File: config.mk
export PLATFORM = sky130hd
export DESIGN_NAME = mem_arbiter
export DESIGN_NICKNAME = d
export VERILOG_FILES = /design/src/rtl/mem_arbiter.sv
export SDC_FILE = /design/constraint.sdc
export NUM_CORES = 1
export LEC_CHECK = 0
export CAP_MARGIN = 20
export CORE_UTILIZATION = 40
export CTS_CLUSTER_SIZE = 20
export DETAILED_ROUTE_END_ITERATION = 10
export PLACE_DENSITY = 0.75
export SYNTH_ARGS = -nofsm -noshare
export SYNTH_HDL_FRONTEND = slang
export SYNTH_SLANG_ARGS = --single-unit
File: constraint.sdc
create_clock -name clk -period 2.9 [get_ports clk]
set_input_delay 0.58 -clock clk [delete_from_list [all_inputs] [get_ports clk]]
set_output_delay 0.58 -clock clk [all_outputs]
set_load 0.02 [all_outputs]
File: src/rtl/mem_arbiter.sv
// Two-requester round-robin arbiter in front of a single-port synchronous memory.
// Writes complete two cycles after acceptance, reads three (one extra cycle for read data).
module mem_arbiter #(
   parameter int unsigned ADDR_WIDTH = 5,
   parameter int unsigned DATA_WIDTH = 8
) (
   input  logic                  clk,
   input  logic                  rst_n,
   input  logic                  req0_valid,
   input  logic                  req0_we,
   input  logic [ADDR_WIDTH-1:0] req0_addr,
   input  logic [DATA_WIDTH-1:0] req0_wdata,
   output logic                  req0_ready,
   output logic                  rsp0_valid,
   output logic [DATA_WIDTH-1:0] rsp0_rdata,
   input  logic                  req1_valid,
   input  logic                  req1_we,
   input  logic [ADDR_WIDTH-1:0] req1_addr,
   input  logic [DATA_WIDTH-1:0] req1_wdata,
   output logic                  req1_ready,
   output logic                  rsp1_valid,
   output logic [DATA_WIDTH-1:0] rsp1_rdata,
   output logic                  mem_write,
   output logic                  mem_read,
   output logic [ADDR_WIDTH-1:0] mem_addr,
   output logic [DATA_WIDTH-1:0] mem_data_in,
   input  logic [DATA_WIDTH-1:0] mem_data_out,
   output logic                  busy
);

   typedef enum logic [1:0] {StIdle, StAccess, StWait} state_e;

   state_e                state_q, state_d;
   logic                  last_grant_q, last_grant_d;
   logic                  owner_q, owner_d;
   logic                  we_q, we_d;
   logic                  mem_write_q, mem_write_d;
   logic                  mem_read_q, mem_read_d;
   logic [ADDR_WIDTH-1:0] mem_addr_q, mem_addr_d;
   logic [DATA_WIDTH-1:0] mem_data_in_q, mem_data_in_d;
   logic [1:0]            rsp_valid_q, rsp_valid_d;
   logic [DATA_WIDTH-1:0] rsp0_rdata_q, rsp0_rdata_d;
   logic [DATA_WIDTH-1:0] rsp1_rdata_q, rsp1_rdata_d;

   logic                  grant0, grant1, accept;
   logic                  sel_we;
   logic [ADDR_WIDTH-1:0] sel_addr;
   logic [DATA_WIDTH-1:0] sel_wdata;

   // On a tie the requester that did not win last time gets the grant.
   always_comb begin
      grant0     = req0_valid && (!req1_valid || last_grant_q);
      grant1     = req1_valid && (!req0_valid || !last_grant_q);
      req0_ready = rst_n && (state_q == StIdle) && grant0;
      req1_ready = rst_n && (state_q == StIdle) && grant1;
      accept     = req0_ready || req1_ready;
      sel_we     = req1_ready ? req1_we    : req0_we;
      sel_addr   = req1_ready ? req1_addr  : req0_addr;
      sel_wdata  = req1_ready ? req1_wdata : req0_wdata;
   end

   always_comb begin
      state_d       = state_q;
      last_grant_d  = last_grant_q;
      owner_d       = owner_q;
      we_d          = we_q;
      mem_write_d   = 1'b0;
      mem_read_d    = 1'b0;
      mem_addr_d    = mem_addr_q;
      mem_data_in_d = mem_data_in_q;
      rsp_valid_d   = 2'b00;
      rsp0_rdata_d  = rsp0_rdata_q;
      rsp1_rdata_d  = rsp1_rdata_q;
      unique case (state_q)
         StIdle: begin
            if (accept) begin
               state_d      = StAccess;
               last_grant_d = req1_ready;
               owner_d      = req1_ready;
               we_d         = sel_we;
               mem_write_d  = sel_we;
               mem_read_d   = !sel_we;
               mem_addr_d   = sel_addr;
               if (sel_we) begin
                  mem_data_in_d = sel_wdata;
               end
            end
         end
         StAccess: begin
            if (we_q) begin
               state_d              = StIdle;
               rsp_valid_d[owner_q] = 1'b1;
            end else begin
               state_d = StWait;
            end
         end
         StWait: begin
            state_d              = StIdle;
            rsp_valid_d[owner_q] = 1'b1;
            if (owner_q) begin
               rsp1_rdata_d = mem_data_out;
            end else begin
               rsp0_rdata_d = mem_data_out;
            end
         end
         default: state_d = StIdle;
      endcase
   end

   always_ff @(posedge clk or negedge rst_n) begin
      if (!rst_n) begin
         state_q       <= StIdle;
         last_grant_q  <= 1'b1;
         owner_q       <= 1'b0;
         we_q          <= 1'b0;
         mem_write_q   <= 1'b0;
         mem_read_q    <= 1'b0;
         mem_addr_q    <= '0;
         mem_data_in_q <= '0;
         rsp_valid_q   <= 2'b00;
         rsp0_rdata_q  <= '0;
         rsp1_rdata_q  <= '0;
      end else begin
         state_q       <= state_d;
         last_grant_q  <= last_grant_d;
         owner_q       <= owner_d;
         we_q          <= we_d;
         mem_write_q   <= mem_write_d;
         mem_read_q    <= mem_read_d;
         mem_addr_q    <= mem_addr_d;
         mem_data_in_q <= mem_data_in_d;
         rsp_valid_q   <= rsp_valid_d;
         rsp0_rdata_q  <= rsp0_rdata_d;
         rsp1_rdata_q  <= rsp1_rdata_d;
      end
   end

   assign mem_write   = mem_write_q;
   assign mem_read    = mem_read_q;
   assign mem_addr    = mem_addr_q;
   assign mem_data_in = mem_data_in_q;
   assign rsp0_valid  = rsp_valid_q[0];
   assign rsp1_valid  = rsp_valid_q[1];
   assign rsp0_rdata  = rsp0_rdata_q;
   assign rsp1_rdata  = rsp1_rdata_q;
   assign busy        = (state_q != StIdle);

endmodule

==> key figures <==
Pwr
  • Cell internal pwr: 1.88 mW
  • Pleak: 1.18 nW
  • Gate power share: 49.9%
  • Maximum VDD drop: 0.528 mV
  • Total Power: 2.92 mW
  • Cell Pwr Density: 1060 nW/um^2
  • Clock Power Share: 18.3%
  • Sw frac: 35.7%
  • Register share of total power: 31.8%
  • Sw power: 1.04 mW

Clock network
  • Clk slew on worst S/H paths: 0.08 ns
  • Max clock buf depth: 2
  • Post-CTS Hold Buffers: 0
  • Htree depth: 2
  • Setup Buffers After CTS: 0
  • TritonCTS clock tree: done
  • Number of buffers created by CTS: 5
  • Root Buffer: clkbuf_8
  • CTS sink count: 38
  • Resize count post-CTS: 1
  • Skew-Pair Late Insertion Delay: 0.29 ns

Logic synthesis
  • Leading area contributor after synthesis: dfrtp_1
  • Register area share after synthesis: 53.1%
  • Netlist cell types: 33
  • EDFF count, synth: 0
  • Async S/R FF share, synth: 100%
  • Ys flop type: dfrtp_1
  • Mapped Nets: 194
  • Dominant cell by count in the synthesized netlist: dfrtp_1
  • Top cells by area, synth: dfrtp_1, mux2_2, a311oi_2
  • Avg Synthesized Cell Area: 12.0 um^2
  • Area share of the largest cell type after synthesis: 51.6%
  • Synth Warn #: 0
  • #FFs+latches synth: 38
  • Cells after Synth: 150
  • Area of the mapped netlist: 1790 um^2
  • Commonest cells in the netlist: dfrtp_1, inv_1, mux2_2, nor3_1

Timing
  • Clk_skew: 0.00552 ns
  • RSZ-0062 raised after global routing: false
  • Period utilization: 93.9%
  • TNS Setup: 0 ns
  • Slew at the pin with the worst max-slew slack: 0.790 ns
  • Final hold vios: 0
  • Crit path time final: 2.72 ns
  • Setup violations, final: 0
  • Worst setup margin: 0.176 ns
  • Slew Viols, Final: 0
  • Relative slew slack: 47.2%
  • FMAX: 0.367 GHz

Die
  • DIE WIDTH: 69.0 um
  • # rows: 23
  • Effective utilization at floorplan: 43.3%
  • Die height: 69.0 um
  • # IOs: 76
  • Die area: 4750 um^2
  • Core outline area: 4140 um^2

Routing
  • DR DRC count: 0
  • Initial DRC count: 57
  • Post-route ant nets: 0
  • Routed wire length: 4290 um
  • Via count: 1415
  • Routed wire per std cell: 15.2 um
  • Via-per-instance ratio: 5.02
  • Drt pass-1 iters: 4

Layout
  • NumNets Final: 275
  • Final Cell Area: 2750 um^2
  • N_diodes: 0
  • Area delta synth->final: 53.2%
  • Layout cells sized above 1: 19.8%

Critical path
  • Req. time, crit path: 2.32 ns
  • R2R setup slack: 1.00 ns
  • Setup CP Type: reg -> out
  • CP peak stage delay: 0.61 ns
  • Crit path capture type: primary output
  • CP cell instances: inv_1 > ha_2 > and2_2 > and3b_1 > clkdlybuf4s50_1
  • Critical Path AT: 2.14 ns
  • Worst reg-to-reg path cell count: 4
  • Reg2reg start: state_q[0]
  • Crit path max-delay cell type: clkdlybuf4s50_1
  • R2r endpoint: rsp0_rdata[1]
  • Max FO, Critical Path: 6
  • Startpoint types: flop

GRT
  • Initial antenna violation count: 0
  • GRT Util Overall: 20.1%
  • First-pass GRT wire length: 6850 um
  • Largest net degree at the start of global routing: 42
  • Number of global-route vias before repair: 1494
  • Grt ovf: 0

Placement
  • Placer's final routability congestion estimate: 0.737
  • Post-DP HPWL: 3330 um
  • Setup WS pre-CTS: 0.216 ns
  • IO buf count: 75
  • Post-DP Area: 2610 um^2

Hold path
  • Min-Delay Path Class: in -> async

Run
  • Max_cap viols: 0

Outcome
  • Outcome: complete, no violations
-- metrics by stage --
stage | util (%) | std cells | hold slack [ns]
floorplan | - | 150 | 0.284
global placement | 62.9 | 274 | 0.475
detailed placement | 62.9 | 274 | 0.482
CTS | 66.2 | 282 | 0.400
global route | 66.3 | 282 | 0.417
finish | 66.3 | 282 | 0.379
-- state kept, by name (all words and copies together), names as in the netlist --
register      count
mem_addr          5
owner_q           1
mem_read          1
rsp_valid_q       2
rsp0_rdata        8
last_grant_q      1
we_q              1
rsp1_rdata        8
mem_write         1
mem_data_in       8
state_q           2
-- worst max-delay path, delay by kind of cell, from the launching register on --
kind | cells | cell delay, ns
buffers and inverters | 2 | 0.72
and+or+nand+nor | 2 | 0.46
adders and majority gates | 1 | 0.26
DFF | 1 | 0.40
-- cell usage in the layout, fill, tap and decap left out, types with 5 or more instances in the layout --
cell type,synthesis,layout
clkdlybuf4s50_1,0,74
nand3_1,5,5
dfrtp_1,37,37
clkbuf_8,0,5
nand2_1,8,8
buf_4,1,6
a311oi_2,8,8
mux2_2,17,17
nor3_1,17,17
inv_1,17,17
-- worst max path at each step --
stage | from | to | slack (ns)
floorplan | state_q[0] | req0_ready | 0.95
detailed placement | req1_valid | req0_ready | 0.22
global route | state_q[1] | req0_ready | 0.09
global placement | req1_valid | req1_ready | 0.27
CTS | state_q[0] | req0_ready | 0.07
finish | state_q[0] | req0_ready | 0.18
-- cells by family (layout without fill, tap and decap cells) --
logic type	count (synthesis)	in the layout	share of synthesized area [%]
AO/OA/AOI/OAI	21	21	12.4
buffers and inverters	24	106	5.86
adder cells (fa/ha/maj)	4	4	2.79
AND/OR/NAND/NOR	45	45	14.7
multiplexers	18	18	11.2
flip-flops	38	38	53.1
-- power by group through the flow --
stage / clock [mW] / sequential, mW / combinational (mW)
after CTS: 0.542 / 0.932 / 1.47
final: 0.535 / 0.929 / 1.46
after global routing: 0.567 / 0.960 / 1.57
after floorplan: 0 / 1.18 / 0.539
after global placement: 0 / 0.917 / 1.43
after detailed placement: 0 / 0.937 / 1.47
-- final cells by class --
type / instances / area [um^2]
fill: 328 / 1400
sequential: 38 / 952
timing repair buffer: 81 / 791
multi-input combinational: 88 / 739
clock buffer: 5 / 68.8
clock inverter: 3 / 68.8
inverter: 17 / 63.8
tap: 50 / 62.6
-- layer usage --
| metal | track usage, % | vias up | wire length [um] |
|---|---|---|---|
| met3 | 5.26 | 5 | 276 |
| met1 | 23.1 | 658 | 1810 |
| li1 | - | 697 | - |
| met4 | 7.65 | 0 | 43 |
| met5 | 0 | - | 0 |
| met2 | 35.4 | 55 | 2160 |
(Power assumes the default switching activity.)
